<file path="config.mk">
export PLATFORM = sky130hd
export DESIGN_NAME = tow_engine
export DESIGN_NICKNAME = d
export VERILOG_FILES = /design/src/rtl/tow_engine.sv
export SDC_FILE = /design/constraint.sdc
export NUM_CORES = 1
export LEC_CHECK = 0
export ABC_AREA = 0
export CAP_MARGIN = 20
export CORE_AREA = 4 4 66 68
export CTS_CLUSTER_SIZE = 24
export DETAILED_ROUTE_END_ITERATION = 10
export DIE_AREA = 0 0 70 72
export HOLD_SLACK_MARGIN = 0.15
export PLACE_DENSITY = 0.73
export SYNTH_ARGS = -nofsm -noshare
export SYNTH_HDL_FRONTEND = slang
export SYNTH_SLANG_ARGS = --single-unit
</file>
<file path="constraint.sdc">
create_clock -name clk -period 1.7 [get_ports clk]
set_input_delay 0.255 -clock clk [delete_from_list [all_inputs] [get_ports clk]]
set_output_delay 0.255 -clock clk [all_outputs]
set_load 0.01 [all_outputs]
</file>
<file path="src/rtl/tow_engine.sv">
// Two-player tug-of-war: button edges pull a one-hot rope marker; pulling it off
// the end wins a point, which is displayed for HOLD cycles before play resumes.
module tow_engine #(
  parameter int HALF       = 4,
  parameter int SCORE_W    = 4,
  parameter int MATCH_WINS = 7,
  parameter int HOLD       = 16
) (
  input  logic                clk,
  input  logic                reset,
  input  logic                p1_in,
  input  logic                p2_in,
  input  logic                start,
  output logic [2*HALF:0]     pos,
  output logic [SCORE_W-1:0]  score1,
  output logic [SCORE_W-1:0]  score2,
  output logic [1:0]          point_win,
  output logic                match_over,
  output logic                winner
);

  localparam int PW = 2*HALF + 1;
  localparam int HW = (HOLD > 1) ? $clog2(HOLD + 1) : 1;
  localparam logic [PW-1:0]      CENTRE    = PW'(1) << HALF;
  localparam logic [SCORE_W-1:0] WINS_C    = SCORE_W'(MATCH_WINS);
  localparam logic [HW-1:0]      HOLD_LOAD = HW'(HOLD - 1);

  typedef enum logic [1:0] {
    S_IDLE       = 2'd0,
    S_PLAY       = 2'd1,
    S_POINT      = 2'd2,
    S_MATCH_OVER = 2'd3
  } state_t;

  state_t        state_r;
  logic [HW-1:0] hold_r;
  logic          p1_prev_r;
  logic          p2_prev_r;
  logic          press1_s;
  logic          press2_s;

  assign press1_s = p1_in & ~p1_prev_r;
  assign press2_s = p2_in & ~p2_prev_r;

  // Button history: forced high in reset so a button held through release is not a press
  always_ff @(posedge clk) begin
    if (!reset) begin
      p1_prev_r <= 1'b1;
      p2_prev_r <= 1'b1;
    end else begin
      p1_prev_r <= p1_in;
      p2_prev_r <= p2_in;
    end
  end

  // Game FSM; the rope position is kept directly as the one-hot marker
  always_ff @(posedge clk) begin
    if (!reset) begin
      state_r    <= S_IDLE;
      pos        <= CENTRE;
      score1     <= '0;
      score2     <= '0;
      point_win  <= 2'b00;
      match_over <= 1'b0;
      winner     <= 1'b0;
      hold_r     <= '0;
    end else begin
      case (state_r)
        S_IDLE: begin
          if (start) begin
            state_r <= S_PLAY;
            pos     <= CENTRE;
            score1  <= '0;
            score2  <= '0;
          end else begin
            state_r <= S_IDLE;
          end
        end
        S_PLAY: begin
          if (press1_s && !press2_s) begin
            if (pos[PW-1]) begin
              if (score1 < WINS_C) begin
                score1 <= score1 + SCORE_W'(1);
              end else begin
                score1 <= score1;
              end
              point_win <= 2'b01;
              hold_r    <= HOLD_LOAD;
              state_r   <= S_POINT;
            end else begin
              pos <= {pos[PW-2:0], 1'b0};
            end
          end else if (press2_s && !press1_s) begin
            if (pos[0]) begin
              if (score2 < WINS_C) begin
                score2 <= score2 + SCORE_W'(1);
              end else begin
                score2 <= score2;
              end
              point_win <= 2'b10;
              hold_r    <= HOLD_LOAD;
              state_r   <= S_POINT;
            end else begin
              pos <= {1'b0, pos[PW-1:1]};
            end
          end else begin
            state_r <= S_PLAY;
          end
        end
        S_POINT: begin
          if (hold_r == '0) begin
            pos       <= CENTRE;
            point_win <= 2'b00;
            if ((point_win[0] && (score1 == WINS_C)) ||
                (point_win[1] && (score2 == WINS_C))) begin
              state_r    <= S_MATCH_OVER;
              match_over <= 1'b1;
              winner     <= point_win[1];
            end else begin
              state_r <= S_PLAY;
            end
          end else begin
            hold_r <= hold_r - HW'(1);
          end
        end
        S_MATCH_OVER: begin
          if (start) begin
            state_r    <= S_PLAY;
            pos        <= CENTRE;
            score1     <= '0;
            score2     <= '0;
            match_over <= 1'b0;
            winner     <= 1'b0;
          end else begin
            state_r <= S_MATCH_OVER;
          end
        end
        default: begin
          state_r <= S_IDLE;
        end
      endcase
    end
  end

endmodule
</file>
==> impl_results.md, run 1 <==
- EDFF count, synth: 0
- Post-synthesis xor/xnor area fraction: 0%
- FP Rows: 23
- Root Buffer: clkbuf_8
- Io pins: 26
- HPWL reported at the end of detailed placement: around 3300 µm
- RSZ-0062 raised after global routing: true
- Final min period: approximately 1800 ps
- Die height: ~72 µm
- Share of layout cells above drive strength 1: 35.2%
- GR Overflow Total: 0
- WHS: between 300 and 400 ps
- Post-synthesis cell type count: 40
- Wire per inst: between 15 and 20 µm
- CTS tree: built
- Worst Tran Pin Value: about 320 ps
- Nets: 285
- # H-tree levels: 2
- Hold WC Path Type: in -> reg
- Syn avg cell area: approximately 8.7 µm²
- Core area: roughly 0.0039 mm²
- Worst-Skew Late Latency: approximately 280 ps
- Yosys warns: 0
- Antenna Nets Post-Route: 0
- Status: finished, violations left
- Fmax: between 0.5 and 0.6 GHz
- Worst VDD drop: approximately 0.48 mV
- Async SR Flop Fraction: 0%
- Antenna Cells: 0
- Final GP Congestion: ~0.81
- Synth Area in Compound Gates: around 18%
- Commonest cells after routing, fill and taps aside: buf_4, dfxtp_1, clkdlybuf4s50_1
- Die Footprint: ~0.0050 mm²
- Mux share of post-synthesis cell area: between 7 and 8%
- Setup TNS: -115 ps
- DR vias/cell: 5.59
- First-pass GRT wire length: 8190 µm
- Crit. End Element: register
- Adder-Cell Fraction of Synth Area: under 10%
- Clock skew: between 4 and 5 ps
- Final WS setup: -74.3 ps
- Arr. time, crit path: 1950 ps
- Kind of critical path: reg -> reg
- Final Cycle Share: 104%
- Post-synthesis cell area: ~0.0018 mm²
- Vias in the first global route: 1797
- Post-Synth Simple-Gate Area: between 20% and 30%
- Initial antenna violation count: 0
- Fin. Hold Viols: 0
- Met2 Use GR: ~33%
- Max cap viols: 0
- Post-synth top flop: dfxtp_1
- Clk sinks: 30
- Worst Path Max Fanout: 4
- Port Buffers: 25
- Hold_buf cts: 0
- Drt drc: 0
- Final WL: ~4900 µm
- Largest net degree at the start of global routing: 25
- GR Util met3: 5.68%
- 1st-pass router iterations: 4
- Grt met1 use: around a quarter
- Starting Density: a little under half
- Sequential fraction of the synthesis area: roughly 34%
- Most common cell after layout, fill and taps aside: buf_4
- P per Cell Area: 586 mW/mm²
- Syn Nets: ~220
- Largest family of logic cells by synthesized area: simple AND/OR/NAND/NOR gates
- Clock transition at path regs: roughly 60 ps
- Die W: about 70 µm
- Total GRT Usage: between 20% and 30%
- Max Slew Vio Count: 0
- Setup crit start kind: register
- Top Usage Layer GRT: met2
- # fillers: ~290
- Final setup violation count: 2
- Initial DRC count: 100
- Syn Inst Count: 203
- CTS Buf Count: 5
- Layout area overhead: 53.0%
- #FFs+latches synth: 30
- Cell leakage power: around 1.1 nW
- Relative slew slack: between 70 and 80%
- CP required: between 1500 and 2000 ps
- Failing checks: negative setup slack
- Clock buffer depth: 2
- Via Count: 1789
[cells by family after synthesis]
logic type / count (synthesis)
fa+ha+maj: 10
compound gates: 41
mux: 13
simple gates: 90
buf+inv: 19
flops: 30
[area by class of cell]
| class | instances | area, µm² | share of cell area, % |
|---|---|---|---|
| clock buffer | 7 | 76.3 | 2.82 |
| inverter | 10 | 45.0 | 1.66 |
| multi-input combinational | 154 | 1310 | 48.5 |
| sequential | 30 | 609 | 22.5 |
| tap | 50 | 62.6 | 2.31 |
| timing repair buffer | 69 | 602 | 22.2 |
[through the flow]
| stage | power (mW) | cell area (µm²) | utilization, % | instances | setup slack, ps |
|---|---|---|---|---|---|
| after global placement | 0.983 | 2340 | 60.6 | 304 | -473 |
| after detailed placement | 0.988 | 2340 | 60.6 | 304 | -523 |
| final | 1.59 | 2710 | 70.2 | 320 | -74.3 |
| after CTS | 1.57 | 2610 | 67.7 | 316 | -62.4 |
| after global routing | 1.66 | 2710 | 70.2 | 320 | -138 |
| after floorplan | 0.873 | 1790 | - | 203 | 6.29 |
[worst max-delay path: stages, from the launching register on]
cell	delay, ps
dfxtp_2	320
inv_2	60
ha_4	150
or4b_4	490
a221oi_4	350
mux2i_1	250
nor2_1	50
[cells in the mapped netlist (6+ instances only)]
cell / count / area (µm²)
and3b_1: 8 / 70.1
inv_1: 10 / 37.5
nand2b_1: 10 / 62.6
dfxtp_1: 30 / 601
ha_1: 10 / 125
nor3b_1: 8 / 60.1
nor2_1: 15 / 56.3
o21ai_0: 10 / 50.1
nand2_1: 23 / 86.3
clkbuf_1: 8 / 30.0
mux2i_1: 13 / 130
a21oi_1: 6 / 30.0
[sequential cells by signal (all words and copies together), names as in the netlist]
name and count:
pos 9, hold_r 5, score1 4, score2 4, point_win 2, state_r 2, match_over 1, p1_prev_r 1
p2_prev_r 1, winner 1
[power by group]
part	leakage [nW]	internal, mW	total [mW]	switching [mW]
Sequential	0.245	0.715	0.728	0.0128
Combinational	0.818	0.171	0.315	0.145
Clock	0.0383	0.281	0.544	0.262
Total	1.10	1.17	1.59	0.420
[repair_timing]
action | in CTS | in global routing
pin swaps | 8 | 10
gates resized for setup | 38 | 17
buffers inserted | 5 | 4
endpoints found under the setup margin | 28 | 22
cloned | 0 | 0
endpoints found under the hold margin | 0 | 0
[routing by layer]
metal | part of all wire [%] | vias up
met5 | 0 | -
met4 | 2.7 | 0
met3 | 5.2 | 12
met2 | 48 | 45
met1 | 44 | 863
li1 | - | 869
[worst paths after layout]
kind | slack (ps) | from | end | cells past startpoint
max | -70 | hold_r[0] | state_r[0] | 6
min | 310 | p2_in | p2_prev_r | 2
max reg2reg | -70 | hold_r[0] | state_r[0] | 6
min reg2reg | 460 | winner | winner | 2
(Power assumes the default switching activity.)
==> inputs of run 2 (changes only) <==
--- a/config.mk
+++ b/config.mk
@@ -12,6 +12,7 @@
 export DETAILED_ROUTE_END_ITERATION = 10
 export DIE_AREA = 0 0 70 72
 export HOLD_SLACK_MARGIN = 0.15
+export MAX_ROUTING_LAYER = met4
 export PLACE_DENSITY = 0.73
 export SYNTH_ARGS = -nofsm -noshare
 export SYNTH_HDL_FRONTEND = slang
==> run 2 against run 1 <==
The run still ends with negative setup slack left. Clock power increased by 0.9%. Sequential power about the same. Cell count unchanged. Highest routed layer unchanged. Clock skew about the same. Fmax increased by 0.23%. First-iteration DRC count increased by 3.0%. Utilization unchanged. Non-clock buffer count unchanged. Setup slack improved by 4.1 ps. Die area unchanged. Sequential cell count unchanged. Power increased by 0.31%.
==> impl_results.md, run 2 (same netlist as run 1, synthesis figures left out) <==
- Final WS setup: -70.1 ps (+4.11 ps)
- Area of the multi-input gates: 0.00131 mm² (unchanged)
- Hold WC Path Type: in -> reg
- Final WL: 4920 µm (about the same)
- Tot Pwr: 1.59 mW (+0.31%)
- Fmax: 0.565 GHz (+0.23%)
- Total GRT Usage: 20.8% (+0.60 points)
- Worst Path Max Fanout: 4 (unchanged)
- Max cap viols: 0 (unchanged)
- Critical path's slowest cell: or4b_4
- Core area: 0.00386 mm² (unchanged)
- Final min period: 1770 ps (-4.11 ps)
- Max Slew Vio Count: 0 (unchanged)
- GR Overflow Total: 0 (unchanged)
- Drt drc: 0 (unchanged)
- Die height: 72 µm (unchanged)
- Clock skew: 4.91 ps (+0.000200 ps)
- Final Util: 70.2% (unchanged)
- Share of layout cells above drive strength 1: 35.2% (unchanged)
- Cell leakage power: 1.10 nW (unchanged)
- P per Cell Area: 588 mW/mm² (+0.31%)
- Port Buffers: 25 (unchanged)
- Crit-path max cell delay: 490 ps (about the same)
- Root Buffer: clkbuf_8
- Delay-heaviest family, CP: simple AND/OR/NAND/NOR gates
- Worst VDD drop: 0.479 mV (about the same)
- Nets: 285 (unchanged)
- Setup crit start kind: register
- Die W: 70 µm (unchanged)
- CP required: 1880 ps (about the same)
- Commonest cells after routing, fill and taps aside: buf_4, dfxtp_1, clkdlybuf4s50_1
- Worst Tran Pin Value: 319 ps (-0.501 ps)
- Final setup violation count: 2 (unchanged)
- Max reg flops: 9 (unchanged)
- Most common cell after layout, fill and taps aside: buf_4
- Largest net degree at the start of global routing: 25 (unchanged)
- Status: finished, violations left
- CTS tree: built
- Relative slew slack: 78.7% (about the same)
- Critical path buffer and inverter count: 1 (unchanged)
- Final Cycle Share: 104% (-0.24 points)
- 1st-pass router iterations: 4 (unchanged)
- Final GP Congestion: 0.824 (+1.5%)
- Hold_buf cts: 0 (unchanged)
- Failing checks: negative setup slack
- RSZ-0062 raised after global routing: true
- Worst-Skew Late Latency: 280 ps (about the same)
- First-pass GRT wire length: 8190 µm (unchanged)
- Largest regs: pos x9, hold_r x5
- Die Footprint: 0.00504 mm² (unchanged)
- FP Rows: 23 (unchanged)
- Antenna Cells: 0 (unchanged)
- Top reg by flops: pos
- # fillers: 288 (unchanged)
- Via Count: 1787 (-0.11%)
- # H-tree levels: 2 (unchanged)
- Fin. Hold Viols: 0 (unchanged)
- Cell Chain, Critical Path: inv_2 -> ha_4 -> or4b_4 -> a221oi_4 -> mux2i_1 -> nor2_1
- Io pins: 26 (unchanged)
- Wire per inst: 15.4 µm (about the same)
- CTS Buf Count: 5 (unchanged)
- Initial antenna violation count: 0 (unchanged)
- Register area: 609 µm² (unchanged)
- Arr. time, crit path: 1950 ps (about the same)
- HPWL reported at the end of detailed placement: 3290 µm (unchanged)
- Clock buffer depth: 2 (unchanged)
- Crit. End Element: register
- Vias in the first global route: 1797 (unchanged)
- WHS: 313 ps (-0.491 ps)
- Antenna Nets Post-Route: 0 (unchanged)
- Starting Density: 45.9% (unchanged)
- Clk sinks: 30 (unchanged)
- Initial DRC count: 103 (+3.0%)
- Layout area overhead: 53.0% (unchanged)
- Kind of critical path: reg -> reg
- Clock transition at path regs: 60 ps (about the same)
- DR vias/cell: 5.58 (-0.11%)
==> run 2: cell counts in the layout (fill, tap and decap cells not counted) <==
No cell type changed its count.
==> run 2: report_power, final <==
group	switching, mW	internal, mW
sequential	0.0128	0.715
clock	0.267	0.281
combinational	0.145	0.171
==> run 2: area by class of cell <==
type                    count  share of cell area, %
multi-input cells         154                   48.5
repair buffers             69                   22.2
inverters                  10                   1.66
well taps                  50                   2.31
clock buffers               7                   2.82
flip-flops and latches     30                   22.5
==> run 2: repair_timing <==
action | CTS | global route
pin swaps | 8 | 10
endpoints found under the setup margin | 28 | 22
setup buffers | 5 | 4
resized for setup | 38 | 17
hold endpoints to repair | 0 | 0
==> run 2: metal layers <==
metal	track usage, %	wire (µm)	part of all wire [%]
met1	25.2	2150	44
met2	33.5	2390	48
met3	4.99	250	5.1
met4	8.51	131	2.7
met5	-	0	0
==> run 2: worst paths after layout <==
kind / start / to / slack, ps / depth (start not counted)
setup reg to reg: hold_r[0] / state_r[0] / -70 / 6
hold / removal: p2_in / p2_prev_r / 310 / 2
setup / recovery: hold_r[0] / state_r[0] / -70 / 6
hold reg to reg: winner / winner / 460 / 2
==> run 2: per-stage QoR <==
stage          area [µm²]  cells  setup slack [ps]  setup TNS (ps)
2_1_floorplan        1790    203              6.29               0
3_3_place_gp         2340    304              -473          -10090
3_5_place_dp         2340    304              -523          -11280
4_1_cts              2610    316             -62.4           -84.7
5_1_grt              2710    320              -137            -437
6_report             2710    320             -70.1            -105
==> inputs of run 3 (changes only) <==
--- a/config.mk
+++ b/config.mk
@@ -11,7 +11,6 @@
 export CTS_CLUSTER_SIZE = 24
 export DETAILED_ROUTE_END_ITERATION = 10
 export DIE_AREA = 0 0 70 72
-export HOLD_SLACK_MARGIN = 0.15
 export MAX_ROUTING_LAYER = met4
 export PLACE_DENSITY = 0.73
 export SYNTH_ARGS = -nofsm -noshare
==> results of run 3 <==
Final layout, timing and power as in run 2 (identical DEF).
